$ cat src/rtl/lsu.sv
// lsu: RV32I load/store unit running one req/ack data-memory transaction per memory instruction.
// Optional macro LSU_MISALIGN_CHECK_EN: fault misaligned half/word accesses instead of truncating them.
module lsu #(
    parameter int unsigned TIMEOUT = 255
) (
    input  logic        clk,
    input  logic        rst,
    input  logic        load,
    input  logic        store,
    input  logic [2:0]  funct3,
    input  logic [31:0] addr,
    input  logic [31:0] wdata,
    output logic        stall,
    output logic        done,
    output logic [31:0] rdata,
    output logic        fault,
    output logic        mem_req,
    output logic        mem_we,
    output logic [31:0] mem_addr,
    output logic [3:0]  mem_wstrb,
    output logic [31:0] mem_wdata,
    input  logic        mem_ack,
    input  logic [31:0] mem_rdata
);
    typedef enum logic [1:0] {IDLE = 2'd0, BUS = 2'd1, DONE = 2'd2} state_t;

    localparam logic [31:0] TO_LIM = 32'(TIMEOUT);

    state_t      state_q, state_d;
    logic [31:0] cnt_q, cnt_d;
    logic        is_load_q, is_load_d;
    logic [2:0]  f3_q, f3_d;
    logic [1:0]  alo_q, alo_d;
    logic        done_q, done_d;
    logic        fault_q, fault_d;
    logic [31:0] rdata_q, rdata_d;
    logic        mem_req_q, mem_req_d;
    logic        mem_we_q, mem_we_d;
    logic [31:0] mem_addr_q, mem_addr_d;
    logic [3:0]  mem_wstrb_q, mem_wstrb_d;
    logic [31:0] mem_wdata_q, mem_wdata_d;

    logic        legal_s;
    logic        misalign_s;
    logic [3:0]  strb_s;
    logic [31:0] wpos_s;
    logic [7:0]  byte_s;
    logic [15:0] half_s;
    logic [31:0] ext_s;

    // Decode the incoming instruction: legality, alignment and store lane placement
    always_comb begin
        legal_s = 1'b0;
        if (load) begin
            case (funct3)
                3'b000, 3'b001, 3'b010, 3'b100, 3'b101: legal_s = 1'b1;
                default:                                legal_s = 1'b0;
            endcase
        end else begin
            case (funct3)
                3'b000, 3'b001, 3'b010: legal_s = 1'b1;
                default:                legal_s = 1'b0;
            endcase
        end
`ifdef LSU_MISALIGN_CHECK_EN
        misalign_s = ((funct3[1:0] == 2'b01) && addr[0]) ||
                     ((funct3[1:0] == 2'b10) && (addr[1:0] != 2'b00));
`else
        misalign_s = 1'b0;
`endif
        if (load) begin
            strb_s = 4'b0000;
            wpos_s = 32'd0;
        end else begin
            case (funct3[1:0])
                2'b00: begin
                    strb_s = 4'b0001 << addr[1:0];
                    wpos_s = {4{wdata[7:0]}};
                end
                2'b01: begin
                    strb_s = 4'b0011 << {addr[1], 1'b0};
                    wpos_s = {2{wdata[15:0]}};
                end
                default: begin
                    strb_s = 4'b1111;
                    wpos_s = wdata;
                end
            endcase
        end
    end

    // Extract and extend the addressed lane of the returned read word
    always_comb begin
        case (alo_q)
            2'b00:   byte_s = mem_rdata[7:0];
            2'b01:   byte_s = mem_rdata[15:8];
            2'b10:   byte_s = mem_rdata[23:16];
            default: byte_s = mem_rdata[31:24];
        endcase
        if (alo_q[1]) begin
            half_s = mem_rdata[31:16];
        end else begin
            half_s = mem_rdata[15:0];
        end
        case (f3_q[1:0])
            2'b00:   ext_s = f3_q[2] ? {24'd0, byte_s} : {{24{byte_s[7]}}, byte_s};
            2'b01:   ext_s = f3_q[2] ? {16'd0, half_s} : {{16{half_s[15]}}, half_s};
            default: ext_s = mem_rdata;
        endcase
    end

    // Next-state and next-output logic; bus fields are cleared whenever BUS is left
    always_comb begin
        state_d     = state_q;
        cnt_d       = cnt_q;
        is_load_d   = is_load_q;
        f3_d        = f3_q;
        alo_d       = alo_q;
        done_d      = 1'b0;
        fault_d     = 1'b0;
        rdata_d     = 32'd0;
        mem_req_d   = mem_req_q;
        mem_we_d    = mem_we_q;
        mem_addr_d  = mem_addr_q;
        mem_wstrb_d = mem_wstrb_q;
        mem_wdata_d = mem_wdata_q;
        case (state_q)
            IDLE: begin
                if (load || store) begin
                    is_load_d = load;
                    f3_d      = funct3;
                    alo_d     = addr[1:0];
                    cnt_d     = 32'd0;
                    if (legal_s && !misalign_s) begin
                        state_d     = BUS;
                        mem_req_d   = 1'b1;
                        mem_we_d    = !load;
                        mem_addr_d  = {addr[31:2], 2'b00};
                        mem_wstrb_d = strb_s;
                        mem_wdata_d = wpos_s;
                    end else begin
                        state_d = DONE;
                        done_d  = 1'b1;
                        fault_d = 1'b1;
                    end
                end else begin
                    state_d = IDLE;
                end
            end
            BUS: begin
                if (mem_ack || ((TO_LIM != 32'd0) && ((cnt_q + 32'd1) == TO_LIM))) begin
                    state_d     = DONE;
                    done_d      = 1'b1;
                    fault_d     = !mem_ack;
                    rdata_d     = (mem_ack && is_load_q) ? ext_s : 32'd0;
                    cnt_d       = 32'd0;
                    mem_req_d   = 1'b0;
                    mem_we_d    = 1'b0;
                    mem_addr_d  = 32'd0;
                    mem_wstrb_d = 4'b0000;
                    mem_wdata_d = 32'd0;
                end else begin
                    cnt_d = cnt_q + 32'd1;
                end
            end
            DONE: begin
                state_d = IDLE;
            end
            default: begin
                state_d = IDLE;
            end
        endcase
    end

    // State, latched instruction fields and registered outputs
    always_ff @(posedge clk or posedge rst) begin
        if (rst) begin
            state_q     <= IDLE;
            cnt_q       <= 32'd0;
            is_load_q   <= 1'b0;
            f3_q        <= 3'd0;
            alo_q       <= 2'd0;
            done_q      <= 1'b0;
            fault_q     <= 1'b0;
            rdata_q     <= 32'd0;
            mem_req_q   <= 1'b0;
            mem_we_q    <= 1'b0;
            mem_addr_q  <= 32'd0;
            mem_wstrb_q <= 4'b0000;
            mem_wdata_q <= 32'd0;
        end else begin
            state_q     <= state_d;
            cnt_q       <= cnt_d;
            is_load_q   <= is_load_d;
            f3_q        <= f3_d;
            alo_q       <= alo_d;
            done_q      <= done_d;
            fault_q     <= fault_d;
            rdata_q     <= rdata_d;
            mem_req_q   <= mem_req_d;
            mem_we_q    <= mem_we_d;
            mem_addr_q  <= mem_addr_d;
            mem_wstrb_q <= mem_wstrb_d;
            mem_wdata_q <= mem_wdata_d;
        end
    end

    assign stall     = ((state_q == IDLE) && (load || store)) || (state_q == BUS);
    assign done      = done_q;
    assign fault     = fault_q;
    assign rdata     = rdata_q;
    assign mem_req   = mem_req_q;
    assign mem_we    = mem_we_q;
    assign mem_addr  = mem_addr_q;
    assign mem_wstrb = mem_wstrb_q;
    assign mem_wdata = mem_wdata_q;

endmodule

$ cat config.mk
export PLATFORM = sky130hd
export DESIGN_NAME = lsu
export DESIGN_NICKNAME = d
export VERILOG_FILES = /design/src/rtl/lsu.sv
export SDC_FILE = /design/constraint.sdc
export NUM_CORES = 1
export LEC_CHECK = 0
export BUFFER_PORTS_ARGS = -buffer_cell sky130_fd_sc_hd__buf_2
export CAP_MARGIN = 10
export CELL_PAD_IN_SITES_DETAIL_PLACEMENT = 0
export CELL_PAD_IN_SITES_GLOBAL_PLACEMENT = 1
export CORE_MARGIN = 5
export CORE_UTILIZATION = 39
export DETAILED_ROUTE_END_ITERATION = 10
export GPL_TIMING_DRIVEN = 1
export PLACE_DENSITY_LB_ADDON = 0.1
export SLEW_MARGIN = 20
export SYNTH_ARGS = -nofsm -noshare
export SYNTH_HDL_FRONTEND = slang
export SYNTH_SLANG_ARGS = --single-unit
$ cat constraint.sdc
create_clock -name clk -period 4.6 [get_ports clk]
set_input_delay 0.46 -clock clk [delete_from_list [all_inputs] [get_ports clk]]
set_output_delay 0.46 -clock clk [all_outputs]
set_load 0.01 [all_outputs]
==> results.yml <==
clock_network:
  postCtsSetupRepairBufs: 0
  path_clk_slew_ns: 0.06
  clockRootBuffer: "clkbuf_16"
  cts_tree: "yes"
  clockBufferDepth: 2
  cts_hold_buf: 0
  cts.sinks: 142
  cts_max_level: 4
  cts_made_buffers: 17
  cts_resized: 0
  insertion_delay_ns: 0.42
route:
  wire_per_inst_um: 19.4
  drt_iter0_markers: 600
  vias: 6844
  wirelength_um: 23000
  vias_per_cell: 5.75
  ant_nets: 0
  drc: 0
  first_pass_iters: 5
timing:
  maxSlewHeadroom_pct: 25.5
  finalCritPeriodShare_pct: 85.9
  finalMaxSlewViolations: 0
  hold_violations: 0
  fin_worst_skew_ns: 0.0112
  finalSetupViolCount: 0
  whs_ns: 0.132
  worstMarginPinSlew_ns: 1.12
  fmax_mhz: 253
  grt_setup_unrepaired: "false"
  min_period_ns: 3.95
  setup_tns_ns: 0
die:
  io_pins: 209
  chipWidth_um: 148
  core_um2: 18700
  num_rows: 50
  start_util_pct: 39.6
  die_area_um2: 21800
  die_h_um: 148
critical_path:
  path_common_cell: "or4_1"
  cp.arrival_ns: 4.26
  worstPathRequired_ns: 4.90
  crit_chain: "ha_1 > nand4_2 > or4_1 > o32ai_1 > nand4_1 > or4_1 > nor4_4 > o21ai_4 > buf_4 > a22o_1"
  critPathMaxFanout: 57
  crit_path_end_kind: "register"
  startpoint_type: "register"
  max_stage_delay_ns: 0.69
  critPathSlowestCell: "or4_1"
  worstSetupPathType: "reg -> reg"
power:
  comb_power_share_pct: 33.7
  p_sw_share_pct: 36.2
  p_clk_share_pct: 29.4
  pwr-share-seq_pct: 36.9
  power_density_nw_per_um2: 544
  switching_power_uw: 1800
  p_leak_uw: 0.00446
  max-vdd-ir-drop_mv: 0.337
  p_int_uw: 3180
global_route:
  grt_pass1_wl_um: 36500
  grt.overflow.total: 0
  grt_max_degree: 107
  grtUsageTotal_pct: 20.6
  antenna_found_initial: 1
  grt_pass1_vias: 6708
synth:
  synth_flop_cell: "dfrtp_1"
  ys_warn_count: 0
  ys_ff_latch: 142
  postSynthAreaPerCell_um2: 9.56
  ys_types: 68
  yosysSeqAreaShare_pct: 48.0
  async_flop_share_pct: 100
  synthCells: 774
  synth_area_um2: 7400
  synth_edf_count: 0
final_layout:
  nets: 1050
  area_growth_pct: 23.8
  final_cell_mix: "buf_2 (206), dfrtp_1 (142), nand2_1 (76)"
  drive_above_1_share_pct: 28.0
  final_common_cell: "buf_2"
place:
  gp_congestion: 0.935
  port_buffers: 206
  hpwl_um: 16200
hold_path:
  hp-class: "in -> async"
run:
  drv_cap: 0
outcome:
  outcome: "finished, final reports clean"
per-layer routing:
metal / track usage (%) / vias to the layer above / routed length (µm)
met5: 0 / - / 0
met4: 7.08 / 0 / 477
met3: 5.21 / 39 / 1740
met2: 31.4 / 322 / 10700
met1: 28.8 / 3287 / 10100
li1: - / 3196 / -
registers in the layout, indices dropped and copies added, names as in the netlist:
name       flops
mem_wdata     32
mem_wstrb      4
mem_req        1
mem_addr      30
done           1
fault          1
f3_q           3
alo_q          2
is_load_q      1
rdata         32
cnt_q         32
mem_we         1
state_q        2
critical path, delay by kind of cell, from the launching register on:
kind | cells | cell delay [ns]
simple gates | 5 | 1.94
compound gates | 3 | 0.71
flops | 1 | 0.49
buf+inv | 1 | 0.34
fa+ha+maj | 1 | 0.32
final cells by class:
cell class | instances | area, µm²
fillers | 1786 | 9550
flip-flops and latches | 142 | 3550
multi-input cells | 526 | 3430
repair buffers | 215 | 1100
clock buffers | 18 | 429
well taps | 234 | 293
clock inverters | 12 | 186
inverters | 42 | 165
diodes | 1 | 2.50
per-stage QoR:
step	power, µW	cells	util (%)	setup slack [ns]	cell area [µm²]
finish	4980	1190	49.0	0.647	9160
global route	5290	1190	49.0	0.332	9160
CTS	5040	1189	48.9	0.657	9150
floorplan	2880	775	-	0.330	7400
detailed placement	3550	1159	45.6	0.667	8540
global placement	3520	1159	45.6	0.767	8540
synth_stat cells (all sizes together), types with 2 or more instances:
cell type,count,area (µm²)
o41ai,2,17.5
a2111oi,2,17.5
o311ai,3,26.3
or3,6,37.5
nand3,27,140
nor3,12,60.1
mux2,5,56.3
ha,2,25.0
nand2,76,285
o21bai,3,22.5
buf,24,134
nor3b,2,15.0
o31ai,17,128
nor2,36,135
a22oi,2,15.0
a21oi,53,265
and2,3,18.8
or2,3,18.8
clkbuf,41,154
o221a,2,22.5
a211oi,7,52.6
o2bb2ai,23,208
nand4,15,115
mux2i,32,320
o21ai,43,215
o221ai,2,17.5
o211ai,3,22.5
a221oi,7,61.3
dfrtp,142,3550
a21o,2,15.0
a31oi,9,56.3
o22ai,2,12.5
inv,42,158
nor2b,4,25.0
nor4,12,96.3
and4,11,96.3
a22o,48,420
nand2b,7,43.8
and3,18,113
or4,8,63.8
kinds of logic (layout without fill, tap and decap cells):
family                   count (synthesis)  after routing  share of synthesized area, %
XOR/XNOR                                 2              2                         0.237
buffers and inverters                  107            287                          6.02
flip-flops                             142            142                          48.0
multiplexers                            37             37                          5.09
adder cells (fa/ha/maj)                  2              2                         0.338
AND/OR/NAND/NOR                        243            243                          17.5
AO/OA/AOI/OAI                          240            240                          22.8
other                                    1              3                        0.0507
path summary, 6_finish.rpt:
path / from / end / slack, ns / depth (start not counted)
worst max-delay path: cnt_q[0] / mem_wdata[27] / 0.65 / 10
worst min-delay path: rst / mem_addr[9] / 0.13 / 2
worst max register to register: cnt_q[0] / mem_wdata[27] / 0.65 / 10
worst min register to register: mem_wdata[20] / mem_wdata[20] / 0.48 / 1
max in group asynchronous: rst / rdata[5] / 3.50 / 3
min in group clk: addr[16] / mem_addr[16] / 0.25 / 2
power groups by stage:
stage	registers (µW)	logic, µW	clock network (µW)
final	1840	1680	1460
after global routing	1890	1850	1550
after CTS	1840	1700	1490
after detailed placement	1850	1700	0
after global placement	1850	1670	0
after floorplan	1940	948	0
Note: power is estimated with default switching activity, not from simulation.
